### config.mk
export PLATFORM = sky130hd
export DESIGN_NAME = alu_arbiter
export DESIGN_NICKNAME = d
export VERILOG_FILES = /design/src/rtl/alu_arbiter.sv
export SDC_FILE = /design/constraint.sdc
export NUM_CORES = 1
export LEC_CHECK = 0
export BUFFER_PORTS_ARGS = -buffer_cell sky130_fd_sc_hd__clkbuf_2
export CAP_MARGIN = 20
export CORE_MARGIN = 4
export CORE_UTILIZATION = 35
export CTS_BUF_LIST = sky130_fd_sc_hd__clkbuf_8
export DETAILED_ROUTE_END_ITERATION = 12
export PLACE_DENSITY = 0.72
export SYNTH_ARGS = -nofsm -noshare
export SYNTH_HDL_FRONTEND = slang
export SYNTH_SLANG_ARGS = --single-unit
### constraint.sdc
create_clock -name clk -period 2.06 [get_ports clk]
set_input_delay 0 -clock clk [delete_from_list [all_inputs] [get_ports clk]]
set_output_delay 0 -clock clk [all_outputs]
set_load 0.01 [all_outputs]
### src/rtl/alu_arbiter.sv
// alu_arbiter: grants one shared 32-bit ALU datapath to one of two requesters
// at a time. It issues the decoded select/subtract and operands, holds them for
// SETTLE_CYCLES so the gate-delayed datapath can resolve, then captures the
// result and flags into a registered valid/ready response channel.
//
// Build option: define ALU_ARB_RR_EN for a round-robin tie-break driven by a
// last_grant register. Without it, requester 0 always wins ties and
// requester 1 can starve.

module alu_arbiter #(
  parameter int unsigned SETTLE_CYCLES = 8
) (
  input  logic        clk,
  input  logic        reset,
  // Request side
  input  logic [1:0]  req_valid,
  output logic [1:0]  req_ready,
  input  logic [2:0]  req_cmd0,
  input  logic [2:0]  req_cmd1,
  input  logic [31:0] req_a0,
  input  logic [31:0] req_b0,
  input  logic [31:0] req_a1,
  input  logic [31:0] req_b1,
  // ALU datapath
  output logic [31:0] alu_a,
  output logic [31:0] alu_b,
  output logic [2:0]  alu_sel,
  output logic        alu_sub,
  input  logic [31:0] alu_result,
  input  logic        alu_carryout,
  input  logic        alu_zero,
  input  logic        alu_overflow,
  // Response side
  output logic        resp_valid,
  input  logic        resp_ready,
  output logic        resp_id,
  output logic [31:0] resp_data,
  output logic [2:0]  resp_flags
);

  // Counter is 8 bits wide because SETTLE_CYCLES tops out at 255.
  localparam logic [7:0] CntLoad = 8'(SETTLE_CYCLES - 1);

  // Command encodings
  localparam logic [2:0] CmdAdd  = 3'd0;
  localparam logic [2:0] CmdSub  = 3'd1;
  localparam logic [2:0] CmdXor  = 3'd2;
  localparam logic [2:0] CmdSlt  = 3'd3;
  localparam logic [2:0] CmdAnd  = 3'd4;
  localparam logic [2:0] CmdNand = 3'd5;
  localparam logic [2:0] CmdNor  = 3'd6;
  localparam logic [2:0] CmdOr   = 3'd7;

  typedef enum logic [1:0] {
    StIdle,
    StWait,
    StResp
  } state_e;

  state_e      state_q, state_d;
  logic [7:0]  cnt_q, cnt_d;
  logic [31:0] alu_a_q, alu_a_d;
  logic [31:0] alu_b_q, alu_b_d;
  logic [2:0]  alu_sel_q, alu_sel_d;
  logic        alu_sub_q, alu_sub_d;
  logic        id_q, id_d;
  logic        resp_valid_q, resp_valid_d;
  logic        resp_id_q, resp_id_d;
  logic [31:0] resp_data_q, resp_data_d;
  logic [2:0]  resp_flags_q, resp_flags_d;
`ifdef ALU_ARB_RR_EN
  logic        last_grant_q, last_grant_d;
`endif

  logic        grant;
  logic        accept;
  logic [2:0]  sel_cmd;
  logic [31:0] sel_a;
  logic [31:0] sel_b;
  logic [2:0]  dec_sel;
  logic        dec_sub;

  // Map a command to the ALU mux select and subtract control; select 7
  // (constant zero) is never produced.
  function automatic logic [3:0] decode_cmd(input logic [2:0] cmd);
    logic [3:0] sel_sub;
    unique case (cmd)
      CmdAdd:  sel_sub = {3'd0, 1'b0};
      CmdSub:  sel_sub = {3'd0, 1'b1};
      CmdXor:  sel_sub = {3'd1, 1'b0};
      CmdSlt:  sel_sub = {3'd2, 1'b1};
      CmdAnd:  sel_sub = {3'd3, 1'b0};
      CmdNand: sel_sub = {3'd4, 1'b0};
      CmdNor:  sel_sub = {3'd5, 1'b0};
      CmdOr:   sel_sub = {3'd6, 1'b0};
      default: sel_sub = {3'd0, 1'b0};
    endcase
    return sel_sub;
  endfunction

  // Pick a requester among those currently valid.
  always_comb begin
`ifdef ALU_ARB_RR_EN
    // On a tie, favour whoever was not served last.
    grant = (&req_valid) ? ~last_grant_q : req_valid[1];
`else
    // Requester 0 wins whenever it is valid.
    grant = ~req_valid[0];
`endif
  end

  // Ready only toward the granted requester while idle; forced low in reset.
  always_comb begin
    req_ready = 2'b00;
    if (!reset && (state_q == StIdle) && (|req_valid)) begin
      req_ready = grant ? 2'b10 : 2'b01;
    end
  end

  assign accept = |(req_valid & req_ready);

  // Route the granted requester's command and operands toward the ALU regs.
  always_comb begin
    sel_cmd = grant ? req_cmd1 : req_cmd0;
    sel_a   = grant ? req_a1   : req_a0;
    sel_b   = grant ? req_b1   : req_b0;
    {dec_sel, dec_sub} = decode_cmd(sel_cmd);
  end

  // Next-state logic for the controller and all registered outputs.
  always_comb begin
    state_d      = state_q;
    cnt_d        = cnt_q;
    alu_a_d      = alu_a_q;
    alu_b_d      = alu_b_q;
    alu_sel_d    = alu_sel_q;
    alu_sub_d    = alu_sub_q;
    id_d         = id_q;
    resp_valid_d = resp_valid_q;
    resp_id_d    = resp_id_q;
    resp_data_d  = resp_data_q;
    resp_flags_d = resp_flags_q;
`ifdef ALU_ARB_RR_EN
    last_grant_d = last_grant_q;
`endif

    unique case (state_q)
      StIdle: begin
        if (accept) begin
          alu_a_d   = sel_a;
          alu_b_d   = sel_b;
          alu_sel_d = dec_sel;
          alu_sub_d = dec_sub;
          id_d      = grant;
          cnt_d     = CntLoad;
          state_d   = StWait;
`ifdef ALU_ARB_RR_EN
          last_grant_d = grant;
`endif
        end
      end
      StWait: begin
        if (cnt_q == 8'd0) begin
          resp_data_d  = alu_result;
          resp_flags_d = {alu_overflow, alu_zero, alu_carryout};
          resp_id_d    = id_q;
          resp_valid_d = 1'b1;
          state_d      = StResp;
        end else begin
          cnt_d = cnt_q - 8'd1;
        end
      end
      StResp: begin
        // ALU operands keep their last values after the response leaves.
        if (resp_ready) begin
          resp_valid_d = 1'b0;
          state_d      = StIdle;
        end
      end
      default: state_d = StIdle;
    endcase
  end

  // State and output registers with synchronous reset; any in-flight command
  // is simply dropped.
  always_ff @(posedge clk) begin
    if (reset) begin
      state_q      <= StIdle;
      cnt_q        <= 8'd0;
      alu_a_q      <= 32'd0;
      alu_b_q      <= 32'd0;
      alu_sel_q    <= 3'd0;
      alu_sub_q    <= 1'b0;
      id_q         <= 1'b0;
      resp_valid_q <= 1'b0;
      resp_id_q    <= 1'b0;
      resp_data_q  <= 32'd0;
      resp_flags_q <= 3'd0;
`ifdef ALU_ARB_RR_EN
      last_grant_q <= 1'b1;
`endif
    end else begin
      state_q      <= state_d;
      cnt_q        <= cnt_d;
      alu_a_q      <= alu_a_d;
      alu_b_q      <= alu_b_d;
      alu_sel_q    <= alu_sel_d;
      alu_sub_q    <= alu_sub_d;
      id_q         <= id_d;
      resp_valid_q <= resp_valid_d;
      resp_id_q    <= resp_id_d;
      resp_data_q  <= resp_data_d;
      resp_flags_q <= resp_flags_d;
`ifdef ALU_ARB_RR_EN
      last_grant_q <= last_grant_d;
`endif
    end
  end

  assign alu_a      = alu_a_q;
  assign alu_b      = alu_b_q;
  assign alu_sel    = alu_sel_q;
  assign alu_sub    = alu_sub_q;
  assign resp_valid = resp_valid_q;
  assign resp_id    = resp_id_q;
  assign resp_data  = resp_data_q;
  assign resp_flags = resp_flags_q;

  // Protocol sanity checks.
  a_ready_onehot0: assert property (@(posedge clk) $onehot0(req_ready));
  a_no_zero_sel: assert property (@(posedge clk) alu_sel_q != 3'd7);
  a_resp_hold: assert property (@(posedge clk) disable iff (reset)
    (resp_valid_q && !resp_ready) |=> (resp_valid_q && $stable(resp_data_q)
                                       && $stable(resp_id_q) && $stable(resp_flags_q)));

endmodule

==> out/summary.txt <==
synthesized area per cell: 9.068 µm²
Final Hold Viols: 0
Min-Delay Path Class: input pin to register
Wirelength per Cell: 15.96 µm
Cells after Synth: 526
Switching Power: 0.001818 W
largest net degree at the start of global routing: 64
via count: 5777
run status: completed
Synth Area in XOR/XNOR: 0%
syn_nets: 705
CTS sink cnt: 116
Die Height: 124.7 µm
worst slew pin tran: 695.7 ps
Synth Area in Adders: 1.312%
Buf/Inv on CP: 1
CP cell instances: inv_1, ha_1, or3b_2, o21ai_0, a2111oi_0, mux2i_1
Post-CTS Setup Bufs: 0
post-route antenna net violation count: 0
cell type of the slowest stage on the worst timing path: a2111oi_0
Leak: 3.927 nW
Inserted Clock Buffers: 17
Post-Syn Area: 4770 µm²
Gate power share: 24.3%
Final HPWL DP: 10480 µm
CP startpoint kind: register
number of DRC markers in iteration 0: 323
#FFs+latches synth: 116
setup total negative slack: 0 ps
FILL cells: 1027
sequential element share of the synthesized area: 48.69%
synth top area cells: dfxtp_1 49%, mux2i_1 11%, a211oi_1 8.0%, nand2_1 6.5%, nor2_1 5.6%
Rows: 42
share of the synthesized area in the top cell type: 48.69%
f_max: 0.5314 GHz
Die ar.: 15560 µm²
hold path start: req_cmd1[2]
initial antenna violation count: 3
GP Congestion: 0.7861
Cell variety after synth: 37
leading area contributor after synthesis: dfxtp_1
vias in the first global route: 6116
Slew headroom: 53.62%
Final min period: 1882 ps
Initial Utilization: 35.87%
all-layer global routing usage: 23.11%
Post-Synth Simple-Gate Area: 16.26%
compound-cell area share of the yosys netlist: 18.13%
Crit Path Category: register to register
Internal Power: 0.004641 W
# nets final: 1140
Warnings, synthesis: 0
CTS tree: yes
first-pass GRT wire length: 29530 µm
largest family of logic cells by synthesized area: compound AO/OA/AOI/OAI gates
GR Overflow Total: 0
Die Wd: 124.7 µm
H-Tree Depth: 4
DR DRC count: 0
PD cells: 763.7 nW/µm²
routed wire length: 18400 µm
Switching Fraction: 28.15%
crit end category: register
VDD IR max: 0.4646 mV
reg2reg start: cnt_q[0]$_SDFFE_PP0P_
multiplexer area fraction after synthesis: 11.15%
Clk pwr share: 35.7%
Critical Path AT: 2250 ps
worst-skew pair later-pin latency: 430 ps
Clock Tree Root: clkbuf_8
CTS max path bufs: 2
Worst Setup SP: cnt_q[0]$_SDFFE_PP0P_
final cycle utilization of the critical path: 91.35%
Layout area overhead: 77.33%
clk slew on worst S/H paths: 70 ps
Vias/cell: 5.010
share of post-route cells with drive strength above 1: 33.68%
unrepaired setup endpoints after global routing: no
sequential share of power: 40.0%
WP data required: 2420 ps
I/O Buffers: 280
I/O pin cnt: 281
Worst path max stage delay: 530 ps
hold slack: 53.34 ps
Layout Skew: 11.14 ps
Setup-failing EPs final: 0
core area: 13300 µm²
number of max-cap violations: 0
Crit path max-delay family: compound AO/OA/AOI/OAI gates
DRT Pass-1 Iters: 6
final slew viol count: 0
crit path max fanout: 5
==> cell usage after synthesis <==
| cell type | number |
|---|---|
| a2111oi_0 | 1 |
| a211oi_1 | 51 |
| a21o_1 | 3 |
| a21oi_1 | 43 |
| a222oi_1 | 18 |
| a2bb2oi_1 | 1 |
| a311oi_1 | 2 |
| and2_1 | 3 |
| and3b_1 | 1 |
| buf_1 | 2 |
| buf_2 | 11 |
| buf_4 | 1 |
| buf_6 | 3 |
| clkbuf_1 | 25 |
| dfxtp_1 | 116 |
| ha_1 | 5 |
| inv_1 | 4 |
| mux2_2 | 1 |
| mux2i_1 | 52 |
| nand2_1 | 82 |
| nand2b_1 | 5 |
| nand3_1 | 4 |
| nand3b_1 | 1 |
| nand4_1 | 3 |
| nor2_1 | 71 |
| nor2b_1 | 1 |
| nor3_1 | 4 |
| nor3_4 | 1 |
| nor3b_1 | 2 |
| nor4_1 | 1 |
| o2111ai_1 | 1 |
| o211ai_1 | 2 |
| o21ai_0 | 1 |
| or2_1 | 1 |
| or3_1 | 1 |
| or3b_2 | 1 |
| or4_4 | 1 |
==> stage by stage <==
step                      instances  total power [W]  instance area [µm²]  util [%]  worst slack [ps]
after floorplan                 526         0.003337                 4770         -             282.0
after global placement          953         0.003859                 6357     47.82             188.3
after detailed placement        953         0.003879                 6357     47.82             174.5
after CTS                      1150         0.006467                 8446     63.52             67.30
after global routing           1153         0.006788                 8458     63.62             50.72
final                          1153         0.006460                 8458     63.62             178.1
==> worst min-delay path: cells and delay by family <==
kind,cells,cell delay (ps)
multiplexers,1,200
AND/OR/NAND/NOR,1,120
buffers and inverters,1,70
AO/OA/AOI/OAI,1,50
==> worst paths after layout <==
kind                           endpoint  slack (ps)  cells past startpoint
max reg2reg       cnt_q[3]$_SDFFE_PP0P_         180                      6
min                alu_sub$_SDFFE_PP0P_          50                      4
min reg2reg  resp_data[22]$_SDFFE_PP0P_         450                      2
max               cnt_q[3]$_SDFFE_PP0P_         180                      6
==> cell families after synthesis <==
kind of cell,Yosys count
compound gates,123
mux,53
fa+ha+maj,5
simple gates,183
buf+inv,46
flops,116
==> what timing repair did <==
| action | in CTS | in global routing |
|---|---|---|
| resized for setup | 0 | 1 |
| hold buffers | 165 | 0 |
| endpoints found under the setup margin | 0 | 11 |
| hold endpoints to repair | 105 | 0 |
==> routing by layer <==
layer  track usage [%]  wire length [µm]  vias to the layer above
met5                 0                 0                        -
met4             13.48               965                        0
met3             7.847              1362                       80
met2             40.62              9294                      302
met1             23.78              6776                     2640
li1                  -                 -                     2755
==> cell type report <==
| type | instances | area, µm² | area share (%) |
|---|---|---|---|
| inverter | 4 | 15.01 | 0.1775 |
| clock buffer | 20 | 275.3 | 3.254 |
| multi-input combinational | 364 | 2241 | 26.49 |
| timing repair buffer | 458 | 3216 | 38.02 |
| sequential | 116 | 2322 | 27.46 |
| tap | 176 | 220.2 | 2.604 |
| antenna | 3 | 7.507 | 0.08876 |
| clock inverter | 12 | 161.4 | 1.908 |
==> state kept, by name (all words and copies together), names as in the netlist <==
signal / count
resp_valid: 1
alu_sub: 1
state_q: 2
resp_flags: 3
alu_sel: 3
resp_data: 32
cnt_q: 8
id_q: 1
alu_a: 32
resp_id: 1
alu_b: 32
==> power groups by stage <==
stage                     clock network [W]  logic (W)  registers (W)
final                               0.00231    0.00157        0.00258
after global routing                0.00247    0.00172        0.00260
after CTS                           0.00236    0.00153        0.00258
after detailed placement                  0    0.00126        0.00262
after global placement                    0    0.00124        0.00261
after floorplan                           0   0.000647        0.00269
==> layout by cell type (no fill, tap or decap), types with 3 or more instances in the layout <==
master	synthesis	final
buf_4	1	9
nor3_1	4	3
bufinv_16	0	4
nand3_1	4	4
nand4_1	3	3
a21o_1	3	3
nand2_1	82	82
clkbuf_8	0	20
clkinv_2	0	3
a222oi_1	18	18
nor2_1	71	71
nand2b_1	5	5
inv_1	4	7
mux2i_1	52	52
a21oi_1	43	43
dlygate4sd3_1	0	165
dfxtp_1	116	116
clkbuf_2	0	278
buf_12	0	5
diode_2	0	3
ha_1	5	5
a211oi_1	51	51
No activity file was read; power rests on OpenSTA's default activity.
